[src/rtl/reg_writeback_unit_if.sv]
// Bundle of the writeback unit's datapath and handshake signals:
// ALU result input, load issue/return, decode read queries and the
// register-file write port. "master" is the pipeline/testbench side,
// "slave" is the writeback unit itself.
interface reg_writeback_unit_if;
  // ALU writeback (never back-pressured)
  logic        alu_valid;
  logic [4:0]  alu_reg;
  logic [31:0] alu_data;
  // Load issue from decode
  logic        load_issue;
  logic [4:0]  load_issue_reg;
  logic        issue_ready;
  // Load data return
  logic        load_valid;
  logic [4:0]  load_reg;
  logic [31:0] load_data;
  logic        load_ready;
  // Decode pending queries
  logic [4:0]  read_reg1;
  logic [4:0]  read_reg2;
  logic        pending_a;
  logic        pending_b;
  // Register file write port
  logic [4:0]  write_reg;
  logic        write_enable;
  logic [31:0] write_data;

  modport master (
    output alu_valid, alu_reg, alu_data,
    output load_issue, load_issue_reg,
    input  issue_ready,
    output load_valid, load_reg, load_data,
    input  load_ready,
    output read_reg1, read_reg2,
    input  pending_a, pending_b,
    input  write_reg, write_enable, write_data
  );

  modport slave (
    input  alu_valid, alu_reg, alu_data,
    input  load_issue, load_issue_reg,
    output issue_ready,
    input  load_valid, load_reg, load_data,
    output load_ready,
    input  read_reg1, read_reg2,
    output pending_a, pending_b,
    output write_reg, write_enable, write_data
  );
endinterface

[src/rtl/reg_writeback_unit.sv]
// Register-file write-side initiator. Merges the in-order ALU writeback
// (always highest priority) with variable-latency load returns buffered
// in an in-order FIFO, and keeps per-register outstanding-load counters
// so decode can stall reads of registers whose load is still in flight.
// DEPTH must be a power of two in 2..16 so the FIFO pointers wrap freely.
module reg_writeback_unit #(
  parameter int DEPTH = 4,
  parameter int CNT_W = 3
) (
  input  logic                       clk,
  input  logic                       reset,
  input  logic                       clk_enable,
  reg_writeback_unit_if.slave        bus,
  output logic [$clog2(DEPTH):0]     fifo_count
);

  localparam int AW = $clog2(DEPTH);
  localparam logic [AW:0]      DEPTH_CNT = (AW + 1)'(DEPTH);
  localparam logic [AW:0]      COUNT_ONE = (AW + 1)'(1);
  localparam logic [AW-1:0]    PTR_ONE   = AW'(1);
  localparam logic [CNT_W-1:0] CNT_MAX   = {CNT_W{1'b1}};
  localparam logic [CNT_W-1:0] CNT_ONE   = CNT_W'(1);

  // Load FIFO storage and bookkeeping
  logic [4:0]  fifo_reg  [DEPTH];
  logic [31:0] fifo_data [DEPTH];
  logic [AW-1:0] rd_ptr;
  logic [AW-1:0] wr_ptr;
  logic [AW:0]   count;

  // Outstanding-load counters, one per architectural register
  logic [CNT_W-1:0] cnt [32];

  // Registered write port
  logic        wb_enable;
  logic [4:0]  wb_reg;
  logic [31:0] wb_data;

  // Per-cycle decisions
  logic        load_ready;
  logic        load_accept;
  logic        load_nonzero;
  logic        alu_sel;
  logic        fifo_empty;
  logic        pop;
  logic        bypass;
  logic        push;
  logic        sel_en;
  logic [4:0]  sel_reg;
  logic [31:0] sel_data;
  logic        dec;
  logic [4:0]  dec_reg;
  logic        inc;
  logic [31:0] inc_vec;
  logic [31:0] dec_vec;

  // Handshake qualification: nothing completes while the block is frozen
  always_comb begin
    load_ready   = clk_enable && (count < DEPTH_CNT);
    load_accept  = bus.load_valid && load_ready;
    load_nonzero = (bus.load_reg != 5'd0);
    alu_sel      = bus.alu_valid && (bus.alu_reg != 5'd0);
    fifo_empty   = (count == '0);
  end

  // Write-port arbitration: ALU first, then FIFO head, then direct bypass
  always_comb begin
    sel_en   = 1'b0;
    sel_reg  = 5'd0;
    sel_data = 32'd0;
    pop      = 1'b0;
    bypass   = 1'b0;
    if (clk_enable) begin
      if (alu_sel) begin
        sel_en   = 1'b1;
        sel_reg  = bus.alu_reg;
        sel_data = bus.alu_data;
      end else if (!fifo_empty) begin
        pop      = 1'b1;
        sel_en   = 1'b1;
        sel_reg  = fifo_reg[rd_ptr];
        sel_data = fifo_data[rd_ptr];
      end else if (load_accept && load_nonzero) begin
        bypass   = 1'b1;
        sel_en   = 1'b1;
        sel_reg  = bus.load_reg;
        sel_data = bus.load_data;
      end else begin
        sel_en   = 1'b0;
      end
    end else begin
      sel_en = 1'b0;
    end
    // Loads to $0 are swallowed; a bypassed load must not also be queued
    push = load_accept && load_nonzero && !bypass;
  end

  // Scoreboard update requests: one increment (issue) and one decrement
  // (load write selected) per cycle at most
  always_comb begin
    dec     = pop || bypass;
    dec_reg = pop ? fifo_reg[rd_ptr] : bus.load_reg;
    inc     = clk_enable && bus.load_issue &&
              (bus.load_issue_reg != 5'd0) &&
              (cnt[bus.load_issue_reg] != CNT_MAX);
    if (inc) begin
      inc_vec = 32'd1 << bus.load_issue_reg;
    end else begin
      inc_vec = 32'd0;
    end
    if (dec && (cnt[dec_reg] != '0)) begin
      dec_vec = 32'd1 << dec_reg;
    end else begin
      dec_vec = 32'd0;
    end
  end

  // FIFO pointers, occupancy and entry storage
  always_ff @(posedge clk) begin
    if (reset) begin
      rd_ptr <= '0;
      wr_ptr <= '0;
      count  <= '0;
      for (int i = 0; i < DEPTH; i++) begin
        fifo_reg[i]  <= 5'd0;
        fifo_data[i] <= 32'd0;
      end
    end else if (clk_enable) begin
      if (push) begin
        fifo_reg[wr_ptr]  <= bus.load_reg;
        fifo_data[wr_ptr] <= bus.load_data;
        wr_ptr            <= wr_ptr + PTR_ONE;
      end
      if (pop) begin
        rd_ptr <= rd_ptr + PTR_ONE;
      end
      case ({push, pop})
        2'b10:   count <= count + COUNT_ONE;
        2'b01:   count <= count - COUNT_ONE;
        default: count <= count;
      endcase
    end
  end

  // Outstanding-load counters; simultaneous inc/dec of one register cancels
  always_ff @(posedge clk) begin
    if (reset) begin
      for (int i = 0; i < 32; i++) begin
        cnt[i] <= '0;
      end
    end else if (clk_enable) begin
      for (int i = 0; i < 32; i++) begin
        case ({inc_vec[i], dec_vec[i]})
          2'b10:   cnt[i] <= cnt[i] + CNT_ONE;
          2'b01:   cnt[i] <= cnt[i] - CNT_ONE;
          default: cnt[i] <= cnt[i];
        endcase
      end
    end
  end

  // Registered register-file write port; holds while frozen
  always_ff @(posedge clk) begin
    if (reset) begin
      wb_enable <= 1'b0;
      wb_reg    <= 5'd0;
      wb_data   <= 32'd0;
    end else if (clk_enable) begin
      wb_enable <= sel_en;
      if (sel_en) begin
        wb_reg  <= sel_reg;
        wb_data <= sel_data;
      end
    end
  end

  assign bus.load_ready   = load_ready;
  assign bus.issue_ready  = clk_enable && (cnt[bus.load_issue_reg] != CNT_MAX);
  assign bus.pending_a    = (bus.read_reg1 != 5'd0) && (cnt[bus.read_reg1] != '0);
  assign bus.pending_b    = (bus.read_reg2 != 5'd0) && (cnt[bus.read_reg2] != '0);
  assign bus.write_enable = wb_enable;
  assign bus.write_reg    = wb_reg;
  assign bus.write_data   = wb_data;
  assign fifo_count       = count;

endmodule

[src/flat_wrapper.sv]
// flat-port wrapper written by rule: the top's interface ports become plain ports
module reg_writeback_unit_flat 
#(
  parameter int DEPTH = 4,
  parameter int CNT_W = 3
)
  (clk, reset, clk_enable, fifo_count, bus_alu_valid, bus_alu_reg, bus_alu_data, bus_load_issue, bus_load_issue_reg, bus_issue_ready, bus_load_valid, bus_load_reg, bus_load_data, bus_load_ready, bus_read_reg1, bus_read_reg2, bus_pending_a, bus_pending_b, bus_write_reg, bus_write_enable, bus_write_data);
  reg_writeback_unit_if bus_i ();
  input  logic clk;
  input  logic reset;
  input  logic clk_enable;
  output logic [$clog2(DEPTH):0] fifo_count;
  input wire logic [$bits(bus_i.alu_valid)-1:0] bus_alu_valid;
  input wire logic [$bits(bus_i.alu_reg)-1:0] bus_alu_reg;
  input wire logic [$bits(bus_i.alu_data)-1:0] bus_alu_data;
  input wire logic [$bits(bus_i.load_issue)-1:0] bus_load_issue;
  input wire logic [$bits(bus_i.load_issue_reg)-1:0] bus_load_issue_reg;
  output wire logic [$bits(bus_i.issue_ready)-1:0] bus_issue_ready;
  input wire logic [$bits(bus_i.load_valid)-1:0] bus_load_valid;
  input wire logic [$bits(bus_i.load_reg)-1:0] bus_load_reg;
  input wire logic [$bits(bus_i.load_data)-1:0] bus_load_data;
  output wire logic [$bits(bus_i.load_ready)-1:0] bus_load_ready;
  input wire logic [$bits(bus_i.read_reg1)-1:0] bus_read_reg1;
  input wire logic [$bits(bus_i.read_reg2)-1:0] bus_read_reg2;
  output wire logic [$bits(bus_i.pending_a)-1:0] bus_pending_a;
  output wire logic [$bits(bus_i.pending_b)-1:0] bus_pending_b;
  output wire logic [$bits(bus_i.write_reg)-1:0] bus_write_reg;
  output wire logic [$bits(bus_i.write_enable)-1:0] bus_write_enable;
  output wire logic [$bits(bus_i.write_data)-1:0] bus_write_data;
  assign bus_i.alu_valid = bus_alu_valid;
  assign bus_i.alu_reg = bus_alu_reg;
  assign bus_i.alu_data = bus_alu_data;
  assign bus_i.load_issue = bus_load_issue;
  assign bus_i.load_issue_reg = bus_load_issue_reg;
  assign bus_issue_ready = bus_i.issue_ready;
  assign bus_i.load_valid = bus_load_valid;
  assign bus_i.load_reg = bus_load_reg;
  assign bus_i.load_data = bus_load_data;
  assign bus_load_ready = bus_i.load_ready;
  assign bus_i.read_reg1 = bus_read_reg1;
  assign bus_i.read_reg2 = bus_read_reg2;
  assign bus_pending_a = bus_i.pending_a;
  assign bus_pending_b = bus_i.pending_b;
  assign bus_write_reg = bus_i.write_reg;
  assign bus_write_enable = bus_i.write_enable;
  assign bus_write_data = bus_i.write_data;
  reg_writeback_unit #(.DEPTH(DEPTH), .CNT_W(CNT_W)) u_core (.clk(clk), .reset(reset), .clk_enable(clk_enable), .bus(bus_i), .fifo_count(fifo_count));
endmodule
[config.mk]
export PLATFORM = sky130hd
export DESIGN_NAME = reg_writeback_unit_flat
export DESIGN_NICKNAME = d
export VERILOG_FILES = /design/src/rtl/reg_writeback_unit_if.sv /design/src/rtl/reg_writeback_unit.sv /design/src/flat_wrapper.sv
export SDC_FILE = /design/constraint.sdc
export NUM_CORES = 1
export LEC_CHECK = 0
export ABC_CLOCK_PERIOD_IN_PS = 8300
export CORE_ASPECT_RATIO = 1.4
export CORE_MARGIN = 3
export CORE_UTILIZATION = 61
export CTS_CLUSTER_DIAMETER = 80
export DETAILED_ROUTE_END_ITERATION = 10
export PLACE_DENSITY = 0.83
export SYNTH_ARGS = -nofsm -noshare
export SYNTH_HDL_FRONTEND = slang
export SYNTH_SLANG_ARGS = --single-unit
[constraint.sdc]
create_clock -name clk -period 8.3 [get_ports clk]
set_input_delay 2.075 -clock clk [delete_from_list [all_inputs] [get_ports clk]]
set_output_delay 2.075 -clock clk [all_outputs]
set_load 0.01 [all_outputs]
## Word-level counts from Yosys, hierarchy flattened

Memories as Yosys holds them, arrays and structs flattened. A register that Yosys moved wholly into a read port is not among the register bits.
Cells that the tools add are included.

- Bits in registers: 45
- Memory bits (writable): 244
- Bits of input ports: 95
- Word-level logic and storage cells: 821
- Memories: 3

Memories:

| memory | depth | width | read ports | clocked after memory_dff | write ports | RTL line | text |
|---|---|---|---|---|---|---|---|
| u_core.fifo_data | 4 | 32 | 1 | 1 | 4 | reg_writeback_unit.sv:26 | `logic [31:0] fifo_data [DEPTH];` |
| u_core.cnt | 32 | 3 | 36 | 0 | 32 | reg_writeback_unit.sv:32 | `logic [CNT_W-1:0] cnt [32];` |
| u_core.fifo_reg | 4 | 5 | 1 | 1 | 4 | reg_writeback_unit.sv:25 | `logic [4:0] fifo_reg [DEPTH];` |

- Add/sub/neg operators: 68
- $lt $le $gt $ge: 1
- Eq/ne operators: 67
- Shift-type cells: 2
- Muxes and demuxes: 516
- Bitwise gates (word level): 96
- Reduce and logical (&&, ||, !) cells: 62

Operator list:

| operator | number |
|---|---|
| $mux 1 | 402 |
| $mux 3 | 96 |
| $mux 32 | 6 |
| $add 3x1->3 const B | 33 |
| $sub 3x1->3 const B | 33 |
| $or 1x1->1 | 96 |
| $eq 2x1->1 const B | 33 |
| $eq 2x2->1 const B | 33 |
| $reduce_or 2->1 | 32 |
| $shl 1x5->32 const A | 2 |
| $reduce_or 32->1 | 1 |
| $mux 5 | 5 |
| $reduce_bool 5->1 | 5 |
| $logic_and 1x1->1 | 12 |
| $mux 2 | 6 |
| $reduce_bool 3->1 | 3 |
| $reduce_and 2->1 | 4 |
| $pmux 3 s2 | 1 |
| $reduce_or 5->1 | 1 |
| $add 2x1->2 const B | 2 |
| $logic_not 3->1 | 1 |
| $lt 3x3->1 const B | 1 |
| $ne 3x3->1 const B | 1 |
| $reduce_bool 2->1 | 1 |
| 2 further kinds | 2 |

## Longest topological paths before layout

- Depth after elaboration: 19
- Depth in mapped cells: 19

## Worst setup path before layout

OpenSTA, ideal clock, no wires.

- Path kind: input port to flip-flop
- From: input port bus_alu_reg[2]
- To: memory u_core.cnt[24][2] (data pin)
- Arrival time: 5753 ps
- Data required time: 8034 ps
- Slack: 2281 ps
- Cell stages on the path: 17
- Cells stage by stage: or4_4 o21ai_2 nand2_2 a21oi_2 buf_6 mux2_4 mux2_2 a221o_1 buf_6 buf_8 a211oi_2 ha_1 nand2_1 fa_1 xor2_1 xnor2_1 nor2_1

RTL lines:

| element | RTL line | text |
|---|---|---|
| from (decl) | flat_wrapper.sv:14 | `input wire logic [$bits(bus_i.alu_reg)-1:0] bus_alu_reg;` |
| to (decl) | reg_writeback_unit.sv:32 |  |

## Final worst setup path

- From: input port bus_load_issue_reg[0]
- To: output port bus_issue_ready

- Longest elaborated chain between the ends: 3

Ends and longest elaborated chain:

| element | RTL line | text |
|---|---|---|
| from (decl) | flat_wrapper.sv:17 | `input wire logic [$bits(bus_i.load_issue_reg)-1:0] bus_load_issue_reg;` |
| $mem_v2 32x3 | -- |  |
| $ne 3x3->1 | reg_writeback_unit.sv:178 | `assign bus.issue_ready = clk_enable && (cnt[bus.load_issue_reg] != CNT_MAX);` |
| $logic_and 1x1->1 | reg_writeback_unit.sv:178 |  |
| to (decl) | flat_wrapper.sv:18 | `output wire logic [$bits(bus_i.issue_ready)-1:0] bus_issue_ready;` |

Every way passes these cells.

==> out/summary.md <==
The standard cell with the maximum stage delay on the critical path was sky130_fd_sc_hd__clkdlybuf4s50_1. Synthesis produced 1,673 cells. The average routed wire per standard cell was 23.0 um; the final clock period utilization by the worst path was 0.831. For this run, the number of Yosys warnings is 0. Port buffering added 139 buffers.

The tightest min-delay check is of the flop to flop type. Data arrives at the worst endpoint at 4820 ps. In this run the deepest clock path goes through 3 buffers. The total global routing track utilization came out at 0.325.

After detailed routing, the number of remaining DRC violations is 0. The flip-flop count of the largest register, all copies and words added was 128; the routability congestion estimate was 0.985. The antenna diode count was 0; the height of the chip was 205 um.

At the later pin of the worst-skew pair, clock insertion delay measures 560 ps. TritonCTS built the clock tree. For the worst max-slew margin expressed relative to the limit, the log shows 0.221. Synthesis-to-layout area growth: 14.6%.

After synthesis, the cell types taking the most area are sky130_fd_sc_hd__edfxtp_1, sky130_fd_sc_hd__mux4_2, sky130_fd_sc_hd__nor2_1. The worst hold margin was 464 ps. The internal power of the cells was 2.62 mW; the starting utilization of the core area was 0.622. The flow ran to the end, and the final reports show no timing, DRC or antenna violations. After clock tree synthesis, the clock-pin slew on the worst setup and hold paths is 70 ps. The post-layout utilization of the core came out at 0.713. The run gives 13,800 as the total number of vias. The pre-antenna-repair detailed-routing pass consisted of 8 iterations.

Detailed placement ended at an HPWL of 33,900 um. The share of flip-flops with an asynchronous set or reset is 0. The leakage power summed over all cells is 7.05 nW, and the initial antenna violation count is 0. At the pin with the least slew margin, the transition time is 1170 ps.

The synthesized net count came out at 1,836. The longest individual stage delay on the worst path is 720 ps. The maximum operating frequency was 145 MHz. The most common cell in the synthesized netlist is sky130_fd_sc_hd__nor2_1.

The tools report the critical path launch point type as a primary input. The via count of the first global-routing pass was 14,200. The most frequent cell on the critical path was sky130_fd_sc_hd__clkdlybuf4s50_1.

The area fraction of the dominant cell type after synthesis is 0.423. Share of layout cells above drive strength 1: 0.100. The critical path in this run is classified as primary input to output port.

The sequential-to-total area share from yosys stat is 0.477. Setup slack on the critical path of the routed design comes to 1400 ps. Along the worst path, the maximum fanout reaches 28.

The most used flip-flop cell after synthesis is sky130_fd_sc_hd__edfxtp_1. The tree is rooted in a sky130_fd_sc_hd__clkbuf_16. The routed wire length is 49,200 um. The commonest cells after synthesis are sky130_fd_sc_hd__nor2_1, sky130_fd_sc_hd__edfxtp_1, sky130_fd_sc_hd__nand2_1, sky130_fd_sc_hd__inv_1, sky130_fd_sc_hd__clkbuf_1.

Setup repair after global routing left no endpoint under its margin. After synthesis the netlist holds a flip-flop and latch count of 291. The die covers 30,500 um^2. The first global-routing pass estimated 77,300 um of wire.

For the count of hold-fix buffers inserted at cts, the log shows 0. In this run, CTS created clock tree buffers numbering 28. In this run, distinct cell masters in the synthesized netlist total 70.

The run gives 0.486 as the register share of total power. The biggest area contributor in the post-synthesis netlist is sky130_fd_sc_hd__edfxtp_1. Traced cell by cell, the critical path runs through clkdlybuf4s50_1 > buf_4 > o21ai_0 > mux4_2 > o21a_1 > a211oi_1 > clkdlybuf4s50_1.

For this run the aggregate overflow at the end of global routing stands at 0. For this design the ratio of total power to cell area is 180 nW/um^2. Yosys mapped a number of flops with a built-in enable equal to 244. The final-report hold violation count is 0, and the violation count after the first detailed-route iteration is 1,639. The buffers plus inverters on the worst setup path is 3, and the proportion of power drawn by the clock network is 0.357. The average via count per standard cell works out to 6.47. The fraction of power spent switching nets is 0.266, and the number of primary I/O pins is 140. In this run, post-CTS repair resized a total of 0 instances. For this design, the sink count on the clock tree is 291. The count of antenna-violating nets left after detailed routing was 0. The combinational share of power was 0.157; the post-synthesis average cell area was 10.4 um^2.

The core region is 27,800 um^2. The H-tree level count is 1, and the worst slack after detailed placement is 1330 ps. STA puts the critical path data required time at 6230 ps. Measured along the x axis, the die boundary spans 148 um.

The register with the most flip-flops in the final layout is u_core.fifo_data. In this design, the largest share of critical-path delay is due to buffers and inverters. Setup violations remaining at the end of the flow were counted as 0. In this run the cell area of the synthesized design comes to 17,300 um^2. Buffers added to address setup during post-CTS repair amount to 0.

After floorplanning, the core was divided into 72 placement rows. The tool flagged a number of max-cap violations equal to 0. The maximum VDD drop was 0.188 mV; the count of pins over their slew limit was 0. STA classifies the critical path endpoint as an output port. The analysis attributes to net switching a power of 0.952 mW. In the final design database the tool counted 1,912 nets. In the final timing run, aggregate negative setup slack is 0 ps. Entering global routing, the biggest net connects 77 pins. The final worst clock skew was 18.2 ps; the minimum clock period was 6900 ps.
## placed cells by master, fill, tap and decap left out, drive strengths merged, types with 3 or more instances in the layout
cell and count:
clkbuf 37, a211oi 41, o31ai 5, clkdlybuf4s50 138, o21bai 34, buf 27, xor2 17, nor3 78
nand4 26, a21oi 50, dfxtp 47, a2111oi 4, o211ai 14, o21a 3, nand2 149, mux2i 14
xnor2 52, a22oi 12, nand3 24, mux4 56, and2 41, a221oi 43, mux2 11, ha 36
nor2 293, edfxtp 244, inv 117, a31o 4, nand2b 25, or2 4, fa 32, o21ai 34
clkinv 9, a21boi 6, o22ai 5, nor4 8, nor2b 7
## stage by stage
step	power (mW)	instance area, um^2	cells
finish	3.58	19800	2140
global route	3.68	19800	2140
CTS	3.58	19800	2140
detailed placement	2.32	18900	2089
global placement	2.30	18900	2089
floorplan	2.10	17300	1673
## worst min-delay path, delay by kind of cell, from the launching register on
family | cells | cell delay, ps
AO/OA/AOI/OAI | 1 | 50
flip-flops | 1 | 310
AND/OR/NAND/NOR | 1 | 50
## final cells by class
type	instances	area, um^2
timing repair buffer	165	1580
inverter	116	435
multi-input combinational	1147	8190
fill	1997	8000
clock buffer	37	776
sequential	291	8270
clock inverter	14	128
tap	370	463
## kinds of logic (layout without fill, tap and decap cells)
logic type	after synthesis	in the layout	share of synthesized area
multiplexers	81	81	0.0883
AO/OA/AOI/OAI	268	268	0.113
buffers and inverters	235	332	0.0538
other	1	1	0.000217
adder cells (fa/ha/maj)	68	68	0.0630
flip-flops	291	291	0.477
AND/OR/NAND/NOR	660	660	0.169
XOR/XNOR	69	69	0.0349
## routing by layer
metal	global-route usage	wire length [um]	up-vias
met2	0.573	25200	790
met3	0.0487	4050	202
met4	0.197	3350	0
met5	0	0	-
met1	0.372	16600	6731
li1	-	-	6120
## power by group through the flow
stage                     sequential (mW)  clock (mW)  combinational [mW]
after floorplan                      1.75           0               0.351
final                                1.74        1.28               0.562
after global routing                 1.74        1.33               0.606
after global placement               1.76           0               0.538
after detailed placement             1.77           0               0.553
after CTS                            1.73        1.28               0.558
## final timing paths
check	slack (ps)	start	cells past startpoint	end
setup / recovery	1400	bus_load_issue_reg[0]	7	bus_issue_ready
hold / removal	460	u_core.bus.write_enable$_SDFFE_PP0P_	2	u_core.bus.write_enable$_SDFFE_PP0P_
setup reg to reg	2880	flop	14	u_core.cnt[26][2]$_SDFFCE_PP0P_
hold reg to reg	460	u_core.bus.write_enable$_SDFFE_PP0P_	2	u_core.bus.write_enable$_SDFFE_PP0P_
No activity file was read; power rests on OpenSTA's default activity.
